## config.mk

```make
export PLATFORM = sky130hd
export DESIGN_NAME = fetch_queue
export DESIGN_NICKNAME = d
export VERILOG_FILES = /design/src/rtl/fetch_queue.sv
export SDC_FILE = /design/constraint.sdc
export NUM_CORES = 1
export LEC_CHECK = 0
export ABC_AREA = 0
export ABC_CLOCK_PERIOD_IN_PS = 3800
export BUFFER_PORTS_ARGS = -buffer_cell sky130_fd_sc_hd__buf_2
export CAP_MARGIN = 20
export CORE_UTILIZATION = 63
export DETAILED_ROUTE_END_ITERATION = 8
export MAX_ROUTING_LAYER = met4
export PLACE_DENSITY = 0.84
export SYNTH_ARGS = -nofsm -noshare
export SYNTH_HDL_FRONTEND = slang
export SYNTH_SLANG_ARGS = --single-unit
```

## constraint.sdc

```tcl
create_clock -name clk_in -period 3.8 [get_ports clk_in]
set_input_delay 0.76 -clock clk_in [delete_from_list [all_inputs] [get_ports clk_in]]
set_output_delay 0.76 -clock clk_in [all_outputs]
set_load 0.02 [all_outputs]
```

## src/rtl/fetch_queue.sv

```systemverilog
`default_nettype none
// +----------------------------------------------------------------------------+
// | Module   : fetch_queue                                                     |
// | Brief    : Sequential instruction prefetcher feeding a DEPTH-entry FIFO    |
// |            ahead of the decoder, with redirect/flush and stale-drop logic. |
// | Revision : 1.0 - initial release                                          |
// +----------------------------------------------------------------------------+
module fetch_queue #(
    parameter int              XLEN     = 32,
    parameter int              DEPTH    = 4,
    parameter logic [XLEN-1:0] RESET_PC = '0
) (
    input  logic                    clk_in,
    input  logic                    rst_n_in,
    input  logic                    rdy_in,
    output logic                    mem_valid,
    output logic [XLEN-1:0]         mem_addr,
    input  logic [XLEN-1:0]         mem_result,
    input  logic                    mem_ready,
    output logic                    inst_valid,
    output logic [XLEN-1:0]         inst_addr,
    output logic [XLEN-1:0]         inst_result,
    input  logic                    dc_ok,
    input  logic                    dc_redirect,
    input  logic [XLEN-1:0]         dc_next_pc,
    input  logic                    rob_clear,
    input  logic [XLEN-1:0]         rob_next_pc,
    output logic [$clog2(DEPTH):0]  q_count
);

    localparam int              c_PW    = $clog2(DEPTH);
    localparam int              c_CW    = c_PW + 1;
    localparam logic [c_CW-1:0] c_DEPTH = c_CW'(DEPTH);

    logic [XLEN-1:0] r_addr [DEPTH];
    logic [XLEN-1:0] r_data [DEPTH];
    logic [c_PW-1:0] r_head;
    logic [c_PW-1:0] r_tail;
    logic [c_CW-1:0] r_count;
    logic [XLEN-1:0] r_fetch_pc;
    logic [XLEN-1:0] r_mem_addr;
    logic            r_mem_valid;
    logic            r_drop_pending;

    logic            w_accept;
    logic            w_pop_ok;
    logic            w_redirect;
    logic            w_flush;
    logic            w_pop;
    logic            w_push;
    logic            w_still_out;
    logic            w_drop_nxt;
    logic            w_mem_valid_nxt;
    logic [c_CW-1:0] w_count_nxt;
    logic [XLEN-1:0] w_fetch_pc_nxt;

    assign w_accept    = r_mem_valid & mem_ready;
    assign w_pop_ok    = dc_ok & inst_valid;
    assign w_redirect  = w_pop_ok & dc_redirect & ~rob_clear;
    assign w_flush     = rob_clear | w_redirect;
    assign w_pop       = w_pop_ok & ~rob_clear;
    // Responses are never written while a flush is in progress or a stale one is owed.
    assign w_push      = w_accept & ~r_drop_pending & ~w_flush;
    assign w_still_out = r_mem_valid & ~mem_ready;
    assign w_drop_nxt  = r_drop_pending ? ~w_accept : (w_flush & w_still_out);

    always_comb begin
        w_count_nxt = r_count;
        if (w_flush) begin
            w_count_nxt = '0;
        end else if (w_push && !w_pop) begin
            w_count_nxt = r_count + c_CW'(1);
        end else if (w_pop && !w_push) begin
            w_count_nxt = r_count - c_CW'(1);
        end

        w_fetch_pc_nxt = r_fetch_pc;
        if (rob_clear) begin
            w_fetch_pc_nxt = rob_next_pc;
        end else if (w_redirect) begin
            w_fetch_pc_nxt = dc_next_pc;
        end else if (w_push) begin
            w_fetch_pc_nxt = r_fetch_pc + XLEN'(4);
        end
    end

    // A live request is held until completed; a new one needs room for its result.
    assign w_mem_valid_nxt = w_still_out | (w_count_nxt < c_DEPTH);

    always_ff @(posedge clk_in or negedge rst_n_in) begin
        if (!rst_n_in) begin
            for (int i = 0; i < DEPTH; i++) begin
                r_addr[i] <= '0;
                r_data[i] <= '0;
            end
            r_head         <= '0;
            r_tail         <= '0;
            r_count        <= '0;
            r_fetch_pc     <= RESET_PC;
            r_mem_addr     <= RESET_PC;
            r_mem_valid    <= 1'b0;
            r_drop_pending <= 1'b0;
        end else if (rdy_in) begin
            if (w_push) begin
                r_addr[r_tail] <= r_fetch_pc;
                r_data[r_tail] <= mem_result;
                r_tail         <= r_tail + c_PW'(1);
            end
            if (w_flush) begin
                r_head <= r_tail;
            end else if (w_pop) begin
                r_head <= r_head + c_PW'(1);
            end
            r_count        <= w_count_nxt;
            r_fetch_pc     <= w_fetch_pc_nxt;
            r_drop_pending <= w_drop_nxt;
            r_mem_valid    <= w_mem_valid_nxt;
            if (!w_still_out) begin
                r_mem_addr <= w_fetch_pc_nxt;
            end
        end
    end

    assign mem_valid   = r_mem_valid;
    assign mem_addr    = r_mem_addr;
    assign inst_valid  = (r_count != '0);
    assign inst_addr   = r_addr[r_head];
    assign inst_result = r_data[r_head];
    assign q_count     = r_count;

endmodule
`default_nettype wire

```

== Word level (Yosys, flattened, before mapping) ==
Index checks and enable logic that the tools add are counted.

* Add/subtract/negate cells: 5
* $lt $le $gt $ge: 4
* Multiplexer cells: 19
* Bitwise logic cells: 19
* Reduce and logical (&&, ||, !) cells: 10

{| class="wikitable"
|+ Operator list
! kind !! number
|-
| bitwise mux 128 bit || 2
|-
| two-way mux 32 bit || 8
|-
| binary-select mux 32 bit (select 2 bit) || 2
|-
| demux 32 bit (select 2 bit) || 1
|-
| adder 32 x 3 -> 32 bit (second input constant) || 1
|-
| AND 1 bit || 9
|-
| two-way mux 3 bit || 3
|-
| >= comparator 3 bit (second input constant) || 2
|-
| inverter 1 bit || 6
|-
| inverter 2 -> 3 bit || 2
|-
| AND reduction 2 bit || 3
|-
| adder 2 x 1 -> 2 bit (second input constant) || 2
|-
| two-way mux 2 bit || 2
|-
| adder 3 x 1 -> 3 bit (second input constant) || 1
|-
| logical AND 1 bit || 3
|-
| less-than comparator 3 x 1 -> 1 bit (second input constant) || 1
|-
| less-than comparator 3 bit (second input constant) || 1
|-
| nonzero test 3 bit || 1
|-
| subtractor 3 x 1 -> 3 bit (second input constant) || 1
|-
| logical NOT 1 bit || 2
|-
| bitwise OR 1 bit || 2
|-
| nonzero test 2 bit || 1
|-
| two-way mux 1 bit || 1
|}

* Bits in registers: 329
* Input port bits: 103
* Logic and storage cells: 72

== Depth between registers and ports, before layout ==
Gate-level depths: netlist of run 1.

* Depth in word-level cells: 14
* Mapped depth: 10
* Depth with buffers taken out: 9

== Worst setup path before layout of run 1 ==
OpenSTA, ideal clock, no wires.

* Path type: reg2out
* Start: register r_head[0]
* End: output port inst_addr[24]
* Data arrival time: 1.802 ns
* Required time: 3.040 ns
* Slack: 1.238 ns
* Stages on the path, launching flop included: 5
* Cell sequence: dfrtp_1 -> clkbuf_1 -> buf_2 -> buf_1 -> mux4_2

* Word-level cells in the longest chain between the ends: 4

{| class="wikitable"
|+ RTL lines
! item !! RTL line !! RTL
|-
| from (decl) || 37 || <nowiki>logic [c_PW-1:0] r_head;</nowiki>
|-
| from (signal assigned) || 110 || <nowiki>r_head <= r_tail;</nowiki>
|-
| from (signal assigned) || 112 || <nowiki>r_head <= r_head + c_PW'(1);</nowiki>
|-
| inverter 2 -> 3 bit (implied by the code) || 127 || <nowiki>assign inst_addr = r_addr[r_head];</nowiki>
|-
| binary-select mux 32 bit (select 2 bit) || 127 ||
|-
| two-way mux 32 bit (implied by the code) (2 in series) || 127 ||
|-
| to (decl) || 21 || <nowiki>output logic [XLEN-1:0] inst_addr,</nowiki>
|}

No other way between the ends. The select of a mux whose other input is x is not followed.

== Worst setup path after layout of run 1 ==
* Start: register r_head[0]
* End: output port inst_result[5]

* Word-level cells in the longest chain between the ends: 4

{| class="wikitable"
|+ RTL lines
! item !! RTL line !! RTL
|-
| inverter 2 -> 3 bit (implied by the code) || 128 || <nowiki>assign inst_result = r_data[r_head];</nowiki>
|-
| binary-select mux 32 bit (select 2 bit) || 128 ||
|-
| two-way mux 32 bit (implied by the code) (2 in series) || 128 ||
|-
| to (decl) || 22 || <nowiki>output logic [XLEN-1:0] inst_result,</nowiki>
|}

No other way between the ends. The select of a mux whose other input is x is not followed.

==> results of run 1 <==
-- final cells by class --
class,count,area (um^2),area share
Antenna cell,3,7.51,0.000415
Clock buffer,48,1030,0.0568
Clock inverter,14,201,0.0111
Inverter,9,33.8,0.00187
Multi-Input combinational cell,728,6810,0.377
Sequential cell,329,8240,0.456
Tap cell,324,405,0.0224
Timing Repair Buffer,236,1350,0.0746
-- flip-flops by register name, indices dropped and copies added, names as in the netlist --
register,count
r_addr,128
r_data,128
mem_addr,32
r_fetch_pc,32
q_count,3
r_head,2
r_tail,2
mem_valid,1
r_drop_pending,1
-- power by group through the flow --
stage	clock network (uW)	registers (uW)	logic [uW]
global route	3770	6100	5200
global placement	0	5820	4710
finish	3600	5910	4880
CTS	3640	5900	4910
floorplan	0	5510	3660
detailed placement	0	5940	4860
-- routing by layer --
layer | vias up | wire, um | track usage
met3 | 98 | 2710 | 0.0588
met5 | - | 0 | -
met1 | 5489 | 15300 | 0.423
met2 | 487 | 18500 | 0.502
li1 | 4692 | - | -
met4 | 0 | 1190 | 0.103
-- through the flow --
stage                     utilization  hold slack [ps]
after floorplan                     -              445
after global placement          0.695              457
after detailed placement        0.695              465
after CTS                       0.745              288
after global routing            0.745              283
final                           0.746              230
-- layout by cell type, fill, tap and decap left out, drive strengths merged, types with 3 or more instances in the layout --
cell type  count
a31oi         15
a22oi         19
mux4          64
a21boi         4
inv            8
o22ai          7
nand3         16
nand3b         3
o31ai          5
o21a           4
o211ai         3
o41ai          3
nand4         10
a21o           9
nor3           9
a22o          12
and3           7
dfrtp        329
xnor2          8
nor4          10
o21ai         54
mux2         263
or4            5
xor2           6
ha             8
buf          236
nor2          40
a221oi         4
or3            4
clkbuf        48
clkinv         9
bufinv         5
nand2         65
diode          3
nand2b         3
a21oi         39
-- synth_stat cells (5+ instances only) --
| master | number | share of area |
|---|---|---|
| xor2_1 | 6 | 0.0034 |
| a21oi_1 | 38 | 0.012 |
| nand4_1 | 9 | 0.0036 |
| xnor2_1 | 8 | 0.0045 |
| and3_1 | 7 | 0.0028 |
| nor2_1 | 40 | 0.0097 |
| a21o_1 | 9 | 0.0044 |
| ha_1 | 8 | 0.0065 |
| mux4_2 | 64 | 0.093 |
| clkbuf_1 | 62 | 0.015 |
| inv_1 | 8 | 0.0019 |
| mux2_2 | 263 | 0.19 |
| nor3_1 | 9 | 0.0029 |
| a22oi_1 | 19 | 0.0092 |
| o22ai_1 | 7 | 0.0028 |
| nand2_1 | 65 | 0.016 |
| nor4_1 | 9 | 0.0036 |
| nand3_1 | 16 | 0.0052 |
| o21ai_0 | 53 | 0.017 |
| buf_2 | 32 | 0.010 |
| a31oi_1 | 15 | 0.0061 |
| dfrtp_1 | 329 | 0.53 |
| buf_1 | 7 | 0.0017 |
| o31ai_1 | 5 | 0.0024 |
| a22o_1 | 12 | 0.0068 |
-- path summary, 6_finish.rpt --
path	from	end	slack (ps)	cells past startpoint
setup / recovery	r_head[0]	inst_result[5]	390	3
hold / removal	rst_n_in	r_data[54]	230	1
setup reg to reg	q_count[1]	r_data[123]	790	9
hold reg to reg	r_addr[42]	r_addr[42]	480	2
max in group asynchronous	rst_n_in	r_addr[48]	2570	2
min in group clk_in	r_addr[42]	r_addr[42]	480	2
-- critical path: cells and delay by family (launching register included) --
family,cells,cell delay (ps)
muxes,1,560
DFF,1,980
buffers and inverters,2,570
-- cell families after synthesis --
kind of cell	synth area share
multiplexers	0.286
buffers and inverters	0.0297
XOR/XNOR	0.00792
flip-flops	0.532
adder cells (fa/ha/maj)	0.00646
AO/OA/AOI/OAI	0.0801
AND/OR/NAND/NOR	0.0586
==> PnR_summary.wiki, run 1 <==
{| class="wikitable"
! Metric !! Value
|-
| Leakage || 0.00858 uW
|-
| Sw Ratio || 0.334
|-
| Total routed wirelength || 37.6 mm
|-
| Result of the run || completed
|-
| Count of different cell masters after synthesis || 61
|-
| Final hold viol count || 0
|-
| DP HPWL || 24.1 mm
|-
| Number of optimization iterations in the first detailed-route pass || 5
|-
| Portion of the post-synthesis area used by sequential elements || 0.532
|-
| Dpl cells || 1626
|-
| Primary flip-flop cell chosen by synthesis mapping || dfrtp_1
|-
| Data arrival time of the critical path || 2650 ps
|-
| Number of antenna violations at the first check in global routing || 2
|-
| TritonCTS clock tree || done
|-
| Number of register bits inferred by synthesis || 329
|-
| Syn Area/Cell || 13.3 um^2
|-
| Final std cell area, no fill || 18100 um^2
|-
| Post-route minimum period || 3410 ps
|-
| Detail Route Antenna Nets || 0
|-
| Overall track demand over capacity in global routing || 0.319
|-
| Maximum number of pins on one net before global-route repair || 90
|-
| Placed cell area || 16800 um^2
|-
| Critical path cell sequence || buf_4 -> mux4_2 -> buf_2
|-
| Top fanout value on the critical path || 39
|-
| Longest individual stage delay on the worst path || 980 ps
|-
| Number of synthesized flops with an enable pin || 0
|-
| Switching power total || 4810 uW
|-
| Pre-CTS setup slack || 615 ps
|-
| Root buffer cell || clkbuf_16
|-
| Sum of overflow across all layers after global routing || 0
|-
| Type of element capturing the critical path || primary output
|-
| Async set-reset flop share out of synthesis || 1.00
|-
| Gate count after technology mapping || 1168
|-
| Max Cap Violations || 0
|-
| Setup Buffers After CTS || 0
|-
| Synth warnings || 0
|-
| Max clock buf depth || 3
|-
| Area of the die || 25200 um^2
|-
| # rows || 57
|-
| P&R area growth vs syn || 16.7%
|-
| Transition time at the pin with the least slew margin || 925 ps
|-
| Total design power || 14400 uW
|-
| RSZ-0062 raised after global routing || false
|-
| Average wire per standard cell || 22.2 um
|-
| First-pass GRT wire length || 61.0 mm
|-
| Final setup margin || 390 ps
|-
| 1st-iter DRT viols || 874
|-
| Number of buffers inserted by hold repair at cts || 0
|-
| Part of the total power dissipated in combinational logic || 0.339
|-
| Setup violation total in the final timing report || 0
|-
| Layout filler cell count || 1525
|-
| Count of pins on the block boundary || 204
|-
| Effective utilization at floorplan || 0.639
|-
| Final-stage net count || 1449
|-
| DRC violation count after routing || 0
|-
| Data required time of the critical path || 3040 ps
|-
| Die Ht || 159 um
|-
| Share of layout cells above drive strength 1 || 0.463
|-
| Share of total power in sequential cells || 0.411
|-
| Total of cells resized after clock tree synthesis || 0
|-
| Number of buffers inserted by port buffering || 203
|-
| CTS buffer count || 34
|-
| Rel. slew slack || 0.383
|-
| Period utilization || 0.897
|-
| Total negative slack for setup checks || 0 ps
|-
| Max Clock Freq || 293 MHz
|-
| Worst-Skew Late Latency || 510 ps
|-
| H-tree depth || 2
|-
| Final cell count without fillers || 1691
|-
| Worst IR Drop VDD || 472 uV
|-
| Vias post-DR || 10800
|-
| Via count of the first global-routing pass || 11100
|-
| Master of the slowest instance on the critical path || dfrtp_4
|-
| Clock skew after layout || 16.4 ps
|-
| Die Width || 159 um
|-
| Clock input transition at the sequential cells of the worst setup and hold paths || 70 ps
|-
| Clk sink count || 329
|-
| Area of the core region || 24200 um^2
|-
| Post-Syn Area || 15500 um^2
|-
| Internal power component || 9580 uW
|-
| Path type of the worst setup path || flop to primary output
|-
| HP Class || primary input to async pin
|-
| Critical Path Source Type || flop
|-
| Net count of the mapped netlist || 1279
|-
| Final count of pins violating max slew || 0
|-
| Power density over cell area || 796 nW/um^2
|-
| Clock power frac || 0.250
|-
| Placer's final routability congestion estimate || 0.902
|-
| Via/cell ratio || 6.37
|}
Note: power is estimated with default switching activity, not from simulation.
==> inputs of run 2 (changes only) <==
==> constraint.sdc (replaced) <==
create_clock -name clk_in -period 3.8 [get_ports clk_in]
set_input_delay 0.38 -clock clk_in [delete_from_list [all_inputs] [get_ports clk_in]]
set_output_delay 0.38 -clock clk_in [all_outputs]
set_load 0.02 [all_outputs]
==> PnR_summary.wiki, run 2 (synthesis results as in run 1) <==
{| class="wikitable"
! Metric !! Value
|-
| Share of layout cells above drive strength 1 || 0.457 (was 0.463)
|-
| 1st-iter DRT viols || 992 (was 874)
|-
| Count of pins on the block boundary || 204 (unchanged)
|-
| R2r endpoint || mem_addr[5] (was r_data[123])
|-
| Critical path cell sequence || inv_1 -> ha_1 -> and2b_1 -> o21ai_2 -> buf_4 -> nor2_1 -> xnor2_1 -> a21oi_1 -> mux2_2 (was buf_4 -> mux4_2 -> buf_2)
|-
| DRC violation count after routing || 0 (unchanged)
|-
| Result of the run || completed (unchanged)
|-
| Clock skew after layout || 17.5 ps (was 16.4 ps)
|-
| DP HPWL || 23.7 mm (was 24.1 mm)
|-
| Number of buffers inserted by port buffering || 203 (unchanged)
|-
| Via/cell ratio || 6.36 (was 6.37)
|-
| Path type of the worst setup path || flop to flop (was flop to primary output)
|-
| H-tree depth || 2 (unchanged)
|-
| Total of cells resized after clock tree synthesis || 0 (unchanged)
|-
| Most frequent cells in the layout || dfrtp_1, mux2_2, buf_2, nand2_1, mux4_2 (unchanged)
|-
| Final standard cell utilization of the core || 0.739 (was 0.746)
|-
| Clock input transition at the sequential cells of the worst setup and hold paths || 60 ps (was 70 ps)
|-
| Max Clock Freq || 343 MHz (was 293 MHz)
|-
| Bufs and invs on worst path || 2 (unchanged)
|-
| Sum of overflow across all layers after global routing || 0 (unchanged)
|-
| Die Width || 159 um (unchanged)
|-
| Hold endpoint || r_drop_pending
|-
| Hold Crit Start || mem_ready
|-
| Transition time at the pin with the least slew margin || 1080 ps (was 925 ps)
|-
| Number of antenna violations at the first check in global routing || 1 (was 2)
|-
| Top fanout value on the critical path || 24 (was 39)
|-
| P&R area growth vs syn || 15.7% (was 16.7%)
|-
| Overall track demand over capacity in global routing || 0.315 (was 0.319)
|-
| Master of the slowest instance on the critical path || o21ai_2 (was dfrtp_4)
|-
| Average wire per standard cell || 22.2 um (about the same)
|-
| RSZ-0062 raised after global routing || false (unchanged)
|-
| Layout filler cell count || 1569 (was 1525)
|-
| Worst-case hold slack || 107 ps (was 230 ps)
|-
| # rows || 57 (unchanged)
|-
| Total negative slack for setup checks || 0 ps (unchanged)
|-
| CTS buffer count || 35 (was 34)
|-
| Root buffer cell || clkbuf_16 (unchanged)
|-
| Effective utilization at floorplan || 0.639 (unchanged)
|-
| Type of element capturing the critical path || flop (was primary output)
|-
| Final hold viol count || 0 (unchanged)
|-
| HP Class || primary input to flop (was primary input to async pin)
|-
| Max clock buf depth || 3 (unchanged)
|-
| Final-stage net count || 1440 (was 1449)
|-
| TritonCTS clock tree || done (unchanged)
|-
| Post-route minimum period || 2920 ps (was 3410 ps)
|-
| Register-to-register setup slack || 880 ps (was 790 ps)
|-
| Die Ht || 159 um (unchanged)
|-
| Pre-CTS setup slack || 1010 ps (was 615 ps)
|-
| Power density over cell area || 792 nW/um^2 (was 796 nW/um^2)
|-
| Final setup margin || 881 ps (was 390 ps)
|-
| Number of optimization iterations in the first detailed-route pass || 5 (unchanged)
|-
| Maximum number of pins on one net before global-route repair || 105 (was 90)
|-
| Max Cap Violations || 0 (unchanged)
|-
| Category of cells accounting for the largest share of critical-path delay || compound AO/OA/AOI/OAI gates (was flip-flops)
|-
| Longest individual stage delay on the worst path || 660 ps (was 980 ps)
|-
| Biggest registers after layout || r_addr (128), r_data (128) (unchanged)
|-
| Worst IR Drop VDD || 362 uV (was 472 uV)
|-
| FF-to-FF path depth || 9 (unchanged)
|-
| WHS Path Cells || 2
|-
| Area of the die || 25200 um^2 (unchanged)
|-
| Period utilization || 0.768 (was 0.897)
|-
| Worst-Skew Late Latency || 520 ps (was 510 ps)
|-
| Leakage || 0.00849 uW (was 0.00858 uW)
|-
| Total routed wirelength || 37.2 mm (was 37.6 mm)
|-
| Area of the core region || 24200 um^2 (unchanged)
|-
| Total design power || 14200 uW (was 14400 uW)
|-
| Clk sink count || 329 (unchanged)
|-
| First-pass GRT wire length || 60.1 mm (was 61.0 mm)
|-
| Critical Path Source Type || flop (unchanged)
|-
| Crit Reg-Reg Startpoint || q_count[0] (was q_count[1])
|-
| Rel. slew slack || 0.279 (was 0.383)
|-
| Placer's final routability congestion estimate || 0.915 (was 0.902)
|-
| Data arrival time of the critical path || 3310 ps (was 2650 ps)
|-
| Via count of the first global-routing pass || 10900 (was 11100)
|-
| Final count of pins violating max slew || 0 (unchanged)
|-
| Most common library cell in the layout ignoring fill and taps || dfrtp_1 (unchanged)
|-
| Detail Route Antenna Nets || 0 (unchanged)
|-
| Vias post-DR || 10700 (was 10800)
|-
| Setup violation total in the final timing report || 0 (unchanged)
|-
| Data required time of the critical path || 4200 ps (was 3040 ps)
|}
run 2: changes by cell type in the layout (fill, tap and decap cells not counted):
cell and delta:
buf_12 -3, buf_4 -8, bufinv_16 -3, clkbuf_1 +1, clkbuf_8 +5, clkinv_2 -5, diode_2 -2, dlygate4sd3_1 +1
run 2: metrics by stage:
stage	area [um^2]	instances
after CTS	17900	1676
final	17900	1677
after detailed placement	16700	1615
after global placement	16700	1615
after global routing	17900	1677
after floorplan	15500	1168
run 2: per-layer routing:
layer | vias up | routed length (um) | GRT usage
li1 | 4655 | - | -
met2 | 469 | 18300 | 0.491
met3 | 70 | 2740 | 0.0536
met4 | 0 | 835 | 0.0949
met1 | 5464 | 15400 | 0.428
met5 | - | 0 | -
run 2: how the worst max path moves through the flow:
stage                from       endpoint  cells after the start
6_report       q_count[0]    mem_addr[5]                      9
3_3_place_gp    mem_valid   mem_addr[24]                      7
2_1_floorplan  q_count[1]      r_addr[0]                      9
5_1_grt         mem_valid   mem_addr[24]                      7
3_5_place_dp    mem_valid   mem_addr[24]                      7
4_1_cts         r_head[0]  inst_addr[26]                      3
run 2: final cells by class:
class                      instances  area (um^2)  share of cell area
antenna                            1         2.50            0.000140
clock buffer                      54         1100              0.0614
tap                              324          405              0.0226
timing repair buffer             226         1240              0.0691
multi-input combinational        728         6810               0.380
clock inverter                     6         86.3             0.00482
sequential                       329         8240               0.460
inverter                           9         33.8             0.00189
run 2: worst reg2reg max path, delay by kind of cell (launching register included):
family	cells	cell delay, ps
AOI/OAI and AO/OA	2	820
xor gates and xnor gates	1	240
adders and majority gates	1	200
buffers and inverters	2	510
DFF	1	420
muxes	1	300
and+or+nand+nor	2	330
run 2: report_power, final:
part / switching [uW] / internal [uW]
sequential: 1120 / 4870
combinational: 2270 / 2460
clock: 1350 / 2120
total: 4750 / 9450
run 2: repair_timing:
action,CTS,global route
hold buffers,1,0
hold endpoints to repair,98,0
setup buffers,0,0
